### config.mk
export PLATFORM = sky130hd
export DESIGN_NAME = tri_mon_flat
export DESIGN_NICKNAME = d
export VERILOG_FILES = /design/src/rtl/tri_mon_pkg.sv /design/src/rtl/tri_mon_if.sv /design/src/rtl/tri_mon_delta_cls.sv /design/src/rtl/tri_mon.sv /design/src/flat_wrapper.sv
export SDC_FILE = /design/constraint.sdc
export NUM_CORES = 1
export LEC_CHECK = 0
export CAP_MARGIN = 20
export CORE_MARGIN = 10
export CORE_UTILIZATION = 55
export CTS_CLUSTER_SIZE = 28
export DETAILED_ROUTE_END_ITERATION = 6
export GPL_TIMING_DRIVEN = 0
export MAX_ROUTING_LAYER = met4
export PLACE_DENSITY = 0.81
export SLEW_MARGIN = 30
export SYNTH_ARGS = -nofsm -noshare
export SYNTH_HDL_FRONTEND = slang
export SYNTH_SLANG_ARGS = --single-unit
### constraint.sdc
create_clock -name clk -period 4.65 [get_ports clk]
set_clock_uncertainty 0.2 [all_clocks]
set_input_delay 0.93 -clock clk [delete_from_list [all_inputs] [get_ports clk]]
set_output_delay 0.93 -clock clk [all_outputs]
set_load 0.005 [all_outputs]
### src/rtl/tri_mon_pkg.sv
// Shared encodings for the triangle-wave monitor: phase codes and sample-step classes.
// Latency: n/a (constants only).
// Backpressure: n/a (no flow control in this block).
package tri_pkg;

  // Phase encoding, also driven on the phase output.
  localparam logic [2:0] PH_SYNC = 3'd0;
  localparam logic [2:0] PH_RISE = 3'd1;
  localparam logic [2:0] PH_HIGH = 3'd2;
  localparam logic [2:0] PH_FALL = 3'd3;
  localparam logic [2:0] PH_LOW  = 3'd4;

  // Step classes for d_in relative to d_prev.
  localparam logic [1:0] DC_UP   = 2'd0;
  localparam logic [1:0] DC_FLAT = 2'd1;
  localparam logic [1:0] DC_DOWN = 2'd2;
  localparam logic [1:0] DC_BAD  = 2'd3;

endpackage

### src/rtl/tri_mon_if.sv
// Monitor bus: sample input plus all measurement/status outputs of tri_mon.
// Latency: n/a (wiring only).
// Backpressure: none; a sample is valid every clock.
// Ports: d_in (sample), phase, lock, period_done, err, err_cnt, peak,
//        rise_len/high_len/fall_len/low_len, period.
interface tri_mon_if #(
  parameter int DW  = 10,
  parameter int CW  = 12,
  parameter int ECW = 8
) ();
  logic [DW-1:0]  d_in;
  logic [2:0]     phase;
  logic           lock;
  logic           period_done;
  logic           err;
  logic [ECW-1:0] err_cnt;
  logic [DW-1:0]  peak;
  logic [CW-1:0]  rise_len;
  logic [CW-1:0]  high_len;
  logic [CW-1:0]  fall_len;
  logic [CW-1:0]  low_len;
  logic [CW+1:0]  period;

  // Source side: drives samples, observes the measurements.
  modport master (
    output d_in,
    input  phase, lock, period_done, err, err_cnt, peak,
           rise_len, high_len, fall_len, low_len, period
  );

  // Monitor side.
  modport slave (
    input  d_in,
    output phase, lock, period_done, err, err_cnt, peak,
           rise_len, high_len, fall_len, low_len, period
  );
endinterface

### src/rtl/tri_mon_delta_cls.sv
// Classifies one sample step d_in vs d_prev as UP(+1)/FLAT/DOWN(-1)/BAD.
// Latency: combinational.
// Backpressure: none.
// Ports: i_d_in, i_d_prev (samples), o_cls (2-bit class code from tri_pkg).
module tri_delta_cls
  import tri_pkg::*;
#(
  parameter int DW = 10
) (
  input  logic [DW-1:0] i_d_in,
  input  logic [DW-1:0] i_d_prev,
  output logic [1:0]    o_cls
);

  logic [DW-1:0] w_up_diff;
  logic [DW-1:0] w_dn_diff;

  // Differences are only meaningful when taken from the larger operand, so a
  // wrap such as all-ones -> 0 never classifies as a single step.
  assign w_up_diff = i_d_in - i_d_prev;
  assign w_dn_diff = i_d_prev - i_d_in;

  always_comb begin
    o_cls = DC_BAD;
    if (i_d_in == i_d_prev) begin
      o_cls = DC_FLAT;
    end else if ((i_d_in > i_d_prev) && (w_up_diff == DW'(1))) begin
      o_cls = DC_UP;
    end else if ((i_d_prev > i_d_in) && (w_dn_diff == DW'(1))) begin
      o_cls = DC_DOWN;
    end
  end

endmodule

### src/rtl/tri_mon.sv
// Triangle-stream monitor: tracks rise/high/fall/low phases, measures lengths, peak, period, flags shape errors.
// Latency: all outputs registered; effects of a deciding sample appear one clock after it is sampled.
// Backpressure: none; one sample accepted every clock.
// Ports: clk, res (sync active-high), bus (tri_mon_if.slave: d_in in, measurements out).
module tri_mon
  import tri_pkg::*;
#(
  parameter int DW      = 10,
  parameter int CW      = 12,
  parameter int MIN_LVL = 0,
  parameter int ECW     = 8
) (
  input  logic        clk,
  input  logic        res,
  tri_mon_if.slave    bus
);

  localparam logic [DW-1:0] LVL_MIN = DW'(MIN_LVL);

  logic [DW-1:0]  r_d_prev;
  logic           r_prev_vld;
  logic [2:0]     r_phase;
  logic [CW-1:0]  r_cnt;
  logic           r_lock;
  logic           r_period_done;
  logic           r_err;
  logic [ECW-1:0] r_err_cnt;
  logic [DW-1:0]  r_peak;
  logic [CW-1:0]  r_rise_len;
  logic [CW-1:0]  r_high_len;
  logic [CW-1:0]  r_fall_len;
  logic [CW-1:0]  r_low_len;
  logic [CW+1:0]  r_period;

  logic [1:0]     w_cls;
  logic           w_viol;
  logic [CW-1:0]  w_cnt_inc;
  logic [ECW-1:0] w_err_inc;
  logic [CW+1:0]  w_period;

  tri_delta_cls #(.DW(DW)) u_cls (
    .i_d_in   (bus.d_in),
    .i_d_prev (r_d_prev),
    .o_cls    (w_cls)
  );

  // Both counters stick at all-ones instead of wrapping.
  assign w_cnt_inc = (r_cnt == '1) ? r_cnt : r_cnt + CW'(1);
  assign w_err_inc = (r_err_cnt == '1) ? r_err_cnt : r_err_cnt + ECW'(1);

  // Low length is still in r_cnt at the LOW->RISE edge, so it is summed live.
  assign w_period = (CW+2)'(r_rise_len) + (CW+2)'(r_high_len)
                  + (CW+2)'(r_fall_len) + (CW+2)'(r_cnt);

  // Shape violation for the current phase; SYNC never flags.
  always_comb begin
    w_viol = 1'b0;
    if (r_prev_vld) begin
      case (r_phase)
        PH_RISE: w_viol = (w_cls == DC_DOWN) || (w_cls == DC_BAD);
        PH_HIGH: w_viol = (w_cls == DC_UP)   || (w_cls == DC_BAD);
        PH_FALL: w_viol = !((w_cls == DC_DOWN) ||
                            ((w_cls == DC_FLAT) && (bus.d_in == LVL_MIN)));
        PH_LOW:  w_viol = (w_cls == DC_DOWN) || (w_cls == DC_BAD);
        default: w_viol = 1'b0;
      endcase
    end
  end

  always_ff @(posedge clk) begin
    if (res) begin
      r_d_prev      <= '0;
      r_prev_vld    <= 1'b0;
      r_phase       <= PH_SYNC;
      r_cnt         <= '0;
      r_lock        <= 1'b0;
      r_period_done <= 1'b0;
      r_err         <= 1'b0;
      r_err_cnt     <= '0;
      r_peak        <= '0;
      r_rise_len    <= '0;
      r_high_len    <= '0;
      r_fall_len    <= '0;
      r_low_len     <= '0;
      r_period      <= '0;
    end else begin
      r_d_prev      <= bus.d_in;
      r_prev_vld    <= 1'b1;
      r_period_done <= 1'b0;
      r_err         <= 1'b0;

      if (w_viol) begin
        // Lengths and peak deliberately keep their last good values.
        r_err     <= 1'b1;
        r_err_cnt <= w_err_inc;
        r_lock    <= 1'b0;
        r_phase   <= PH_SYNC;
      end else if (r_prev_vld) begin
        case (r_phase)
          PH_SYNC: begin
            // Only a step up off the bottom gives a trustworthy period start.
            if ((w_cls == DC_UP) && (r_d_prev == LVL_MIN)) begin
              r_phase <= PH_RISE;
              r_cnt   <= CW'(1);
            end
          end
          PH_RISE: begin
            if (w_cls == DC_UP) begin
              r_cnt <= w_cnt_inc;
            end else begin
              r_rise_len <= r_cnt;
              r_peak     <= bus.d_in;
              r_phase    <= PH_HIGH;
              r_cnt      <= CW'(1);
            end
          end
          PH_HIGH: begin
            if (w_cls == DC_FLAT) begin
              r_cnt <= w_cnt_inc;
            end else begin
              r_high_len <= r_cnt;
              r_phase    <= PH_FALL;
              r_cnt      <= CW'(1);
            end
          end
          PH_FALL: begin
            if (w_cls == DC_DOWN) begin
              r_cnt <= w_cnt_inc;
            end else begin
              r_fall_len <= r_cnt;
              r_phase    <= PH_LOW;
              r_cnt      <= CW'(1);
            end
          end
          PH_LOW: begin
            if (w_cls == DC_FLAT) begin
              r_cnt <= w_cnt_inc;
            end else begin
              r_low_len     <= r_cnt;
              r_period      <= w_period;
              r_period_done <= 1'b1;
              r_lock        <= 1'b1;
              r_phase       <= PH_RISE;
              r_cnt         <= CW'(1);
            end
          end
          default: begin
            r_phase <= PH_SYNC;
          end
        endcase
      end
    end
  end

  assign bus.phase       = r_phase;
  assign bus.lock        = r_lock;
  assign bus.period_done = r_period_done;
  assign bus.err         = r_err;
  assign bus.err_cnt     = r_err_cnt;
  assign bus.peak        = r_peak;
  assign bus.rise_len    = r_rise_len;
  assign bus.high_len    = r_high_len;
  assign bus.fall_len    = r_fall_len;
  assign bus.low_len     = r_low_len;
  assign bus.period      = r_period;

endmodule
### src/flat_wrapper.sv
// flat-port wrapper written by rule: the top's interface ports become plain ports
module tri_mon_flat import tri_pkg::*;
#(
  parameter int DW      = 10,
  parameter int CW      = 12,
  parameter int MIN_LVL = 0,
  parameter int ECW     = 8
)
  (clk, res, bus_d_in, bus_phase, bus_lock, bus_period_done, bus_err, bus_err_cnt, bus_peak, bus_rise_len, bus_high_len, bus_fall_len, bus_low_len, bus_period);
  tri_mon_if #(.DW(DW), .CW(CW), .ECW(ECW)) bus_i ();
  input  logic clk;
  input  logic res;
  input wire logic [$bits(bus_i.d_in)-1:0] bus_d_in;
  output wire logic [$bits(bus_i.phase)-1:0] bus_phase;
  output wire logic [$bits(bus_i.lock)-1:0] bus_lock;
  output wire logic [$bits(bus_i.period_done)-1:0] bus_period_done;
  output wire logic [$bits(bus_i.err)-1:0] bus_err;
  output wire logic [$bits(bus_i.err_cnt)-1:0] bus_err_cnt;
  output wire logic [$bits(bus_i.peak)-1:0] bus_peak;
  output wire logic [$bits(bus_i.rise_len)-1:0] bus_rise_len;
  output wire logic [$bits(bus_i.high_len)-1:0] bus_high_len;
  output wire logic [$bits(bus_i.fall_len)-1:0] bus_fall_len;
  output wire logic [$bits(bus_i.low_len)-1:0] bus_low_len;
  output wire logic [$bits(bus_i.period)-1:0] bus_period;
  assign bus_i.d_in = bus_d_in;
  assign bus_phase = bus_i.phase;
  assign bus_lock = bus_i.lock;
  assign bus_period_done = bus_i.period_done;
  assign bus_err = bus_i.err;
  assign bus_err_cnt = bus_i.err_cnt;
  assign bus_peak = bus_i.peak;
  assign bus_rise_len = bus_i.rise_len;
  assign bus_high_len = bus_i.high_len;
  assign bus_fall_len = bus_i.fall_len;
  assign bus_low_len = bus_i.low_len;
  assign bus_period = bus_i.period;
  tri_mon #(.DW(DW), .CW(CW), .MIN_LVL(MIN_LVL), .ECW(ECW)) u_core (.clk(clk), .res(res), .bus(bus_i));
endmodule
==> impl_metrics.json <==
{
  "io_pins": 98,
  "synth_top_family_by_area": "simple AND/OR/NAND/NOR gates",
  "viasPerCell": 5.804,
  "arrival_ps": 4570,
  "placed_cells": 1012,
  "h-tree-depth": 3,
  "fin_crit_ps": 4504,
  "max_freq_mhz": 222.0,
  "synth-adder-area-share_pct": 13.47,
  "gp_congestion": 0.9368,
  "syn2layout_area_growth_pct": 24.65,
  "yosys_most_used_dff": "dfxtp_1",
  "rows": 40,
  "power_mw": 1.978,
  "rsz0062_at_grt": "yes",
  "power.leakage_nw": 3.904,
  "setup_ws_ps": 146.3,
  "cp_max_fo": 10,
  "numCtsBuffers": 9,
  "grt_overflow_total": 0,
  "yosys_warnings": 0,
  "async_flop_share_pct": 0,
  "ctsLongestPathBuffers": 2,
  "hold_start": "u_core.bus.period[11]",
  "yosys.area_share.simple_pct": 16.84,
  "grt_pass1_vias": 6121,
  "status": "completed",
  "grt_pass1_wl_um": 30910,
  "worst-slew-pin-transition_ps": 715.0,
  "switching_share_pct": 24.88,
  "hold_class": "reg2reg",
  "antenna_cells": 0,
  "nets": 958,
  "reg2reg_from": "u_core.bus.high_len[1]",
  "die_h_um": 130.0,
  "place_ws_ps": -649.2,
  "avgSynthCellArea_um2": 8.659,
  "start_kind": "input pin",
  "syn_nets": 842,
  "synthMuxAreaShare_pct": 11.50,
  "ys_seq_area_share_pct": 32.81,
  "synth_edf_count": 0,
  "core_area_mm2": 0.01191,
  "cp-startpoint": "bus_d_in[4]",
  "timing.final.crit_share_pct": 96.85,
  "synth-seq-cells": 109,
  "syn_area_mm2": 0.006650,
  "p_clk_share_pct": 43.0,
  "clk_transition_reported_paths_ps": 80,
  "maxCapViolCount": 0,
  "cts_hold_buffers": 0,
  "routed_wl_um": 19180,
  "die_area_mm2": 0.01689,
  "cts-root-buf": "clkbuf_16",
  "slew_viol_final": 0,
  "drive_gt1_share_pct": 7.649,
  "cts_tree": "built",
  "n_fill_cell": 963,
  "path_class": "in2reg",
  "synth_compound_area_share_pct": 14.81,
  "intPower_mw": 1.486,
  "hpwl_um": 14770,
  "pwr-share-comb_pct": 9.4,
  "drc_errors": 0,
  "fp.dieW_um": 130.0,
  "drtAntennaViolNets": 0,
  "peakVddDrop_v": 0.0001349,
  "wl_per_cell_um": 18.51,
  "synth_xor_area_share_pct": 3.293,
  "track_usage_pct": 23.60,
  "clk_latency_ps": 370,
  "powerDensity_mw_per_mm2": 238.6,
  "first_pass_iters": 5,
  "clock_sinks": 109,
  "cp-end-kind": "flop",
  "antenna_found_initial": 0,
  "pwr-share-seq_pct": 47.6,
  "syn_inst": 768,
  "hold_viol_final": 0,
  "required_ps": 4720,
  "num_vias": 6013,
  "slew_headroom_pct": 52.33,
  "io_buffers": 97,
  "ys_types": 65,
  "p_sw_mw": 0.4921,
  "start_util_pct": 55.83,
  "final_cells": 1036,
  "grt_max_degree": 19,
  "final-setup-viol-count": 0,
  "whs_ps": 266.3,
  "drt-initial-drc-count": 471
}
-- worst max-delay path, stage by stage --
cell             delay [ps]
clkdlybuf4s50_1         560
inv_1                    80
ha_1                    360
clkbuf_2                220
nor2_1                  140
a21oi_1                  50
or4_1                   430
a22o_1                  240
a211oi_2                230
o211ai_2                180
buf_4                   170
o221a_2                 260
nor2_4                  160
buf_4                   200
a21oi_1                  90
o32ai_1                 260
-- synthesized netlist by cell type, types with 13 or more instances --
master | instances | area share, %
mux2i_1 | 73 | 11
nand2_1 | 24 | 1.4
a21o_1 | 14 | 1.6
clkbuf_1 | 19 | 1.1
xnor2_1 | 18 | 2.4
a21oi_1 | 34 | 2.6
nand3_1 | 15 | 1.1
nand4_1 | 13 | 1.2
inv_1 | 88 | 5.0
dfxtp_1 | 109 | 33
nor2_1 | 110 | 6.2
o21ai_0 | 26 | 2.0
ha_1 | 46 | 8.7
fa_1 | 16 | 4.8
-- registers in the layout, indices dropped and copies added (netlist names) --
name                    flops
u_core.r_d_prev            10
u_core.r_cnt               12
u_core.bus.period          14
u_core.bus.period_done      1
u_core.bus.err              1
u_core.bus.peak            10
u_core.bus.rise_len        12
u_core.bus.err_cnt          8
u_core.r_prev_vld           1
u_core.bus.phase            3
u_core.bus.low_len         12
u_core.bus.fall_len        12
u_core.bus.lock             1
u_core.bus.high_len        12
-- timing repair --
action	in CTS	in global routing
pin swaps	5	9
setup endpoints to repair	77	74
resized for setup	10	20
setup buffers	3	6
-- worst paths after layout --
path	to	slack, ps	depth (start not counted)
hold / removal	u_core.bus.period[11]	270	2
hold reg to reg	u_core.bus.period[11]	270	2
setup / recovery	u_core.r_cnt[7]	150	16
setup reg to reg	u_core.bus.period[13]	220	18
-- power groups by stage --
stage               clock network (mW)  logic [mW]  registers (mW)
floorplan                            0       0.123           0.962
global placement                     0       0.175           0.964
detailed placement                   0       0.176           0.964
CTS                              0.860       0.179           0.942
global route                     0.895       0.204           0.942
finish                           0.851       0.186           0.942
-- placed cells by master (no fill, tap or decap), types with 8 or more instances in the layout --
cell,netlist,routed
nor3_1,9,9
nand2_1,24,23
dfxtp_1,109,106
fa_1,16,16
nand3_1,15,14
buf_4,1,13
nor2b_1,11,11
xnor2_1,18,18
o32ai_1,8,8
nand4_1,13,13
inv_1,88,88
a21oi_1,34,33
and3_1,12,12
nor2_1,110,110
ha_1,46,45
o21ai_0,26,26
mux2i_1,73,73
clkbuf_16,0,9
clkdlybuf4s50_1,0,95
a21o_1,14,14
o21a_1,8,8
clkbuf_1,19,19
-- stage by stage --
| step | utilization (%) | instance area [µm²] | setup TNS [ps] |
|---|---|---|---|
| floorplan | - | 6650 | 0 |
| global placement | 65.53 | 7805 | -48470 |
| detailed placement | 65.53 | 7805 | -48670 |
| CTS | 68.68 | 8180 | 0 |
| global route | 69.59 | 8289 | -11.84 |
| finish | 69.59 | 8289 | 0 |
-- cell families (layout without fill, tap and decap cells) --
kind of cell / count (synthesis) / count (layout)
AO/OA/AOI/OAI: 141 / 141
XOR/XNOR: 25 / 25
adder cells (fa/ha/maj): 62 / 62
buffers and inverters: 122 / 243
flip-flops: 109 / 109
multiplexers: 76 / 76
AND/OR/NAND/NOR: 233 / 233
-- routing by layer --
metal,vias up,global-route usage [%],share of wire [%]
li1,2868,-,-
met1,2875,27.97,43
met2,221,38.03,48
met3,49,4.057,6.2
met4,0,11.90,3.2
met5,-,-,0
-- cell type report --
type / instances / area (µm²) / share of cell area, %
Multi-Input combinational cell: 537 / 4054 / 48.91
Sequential cell: 109 / 2186 / 26.37
Timing Repair Buffer: 106 / 1036 / 12.50
Inverter: 88 / 330.3 / 3.985
Clock buffer: 10 / 229.0 / 2.762
Tap cell: 147 / 183.9 / 2.219
Buffer: 33 / 176.4 / 2.128
Clock inverter: 6 / 93.84 / 1.132
No activity file was read; power rests on OpenSTA's default activity.
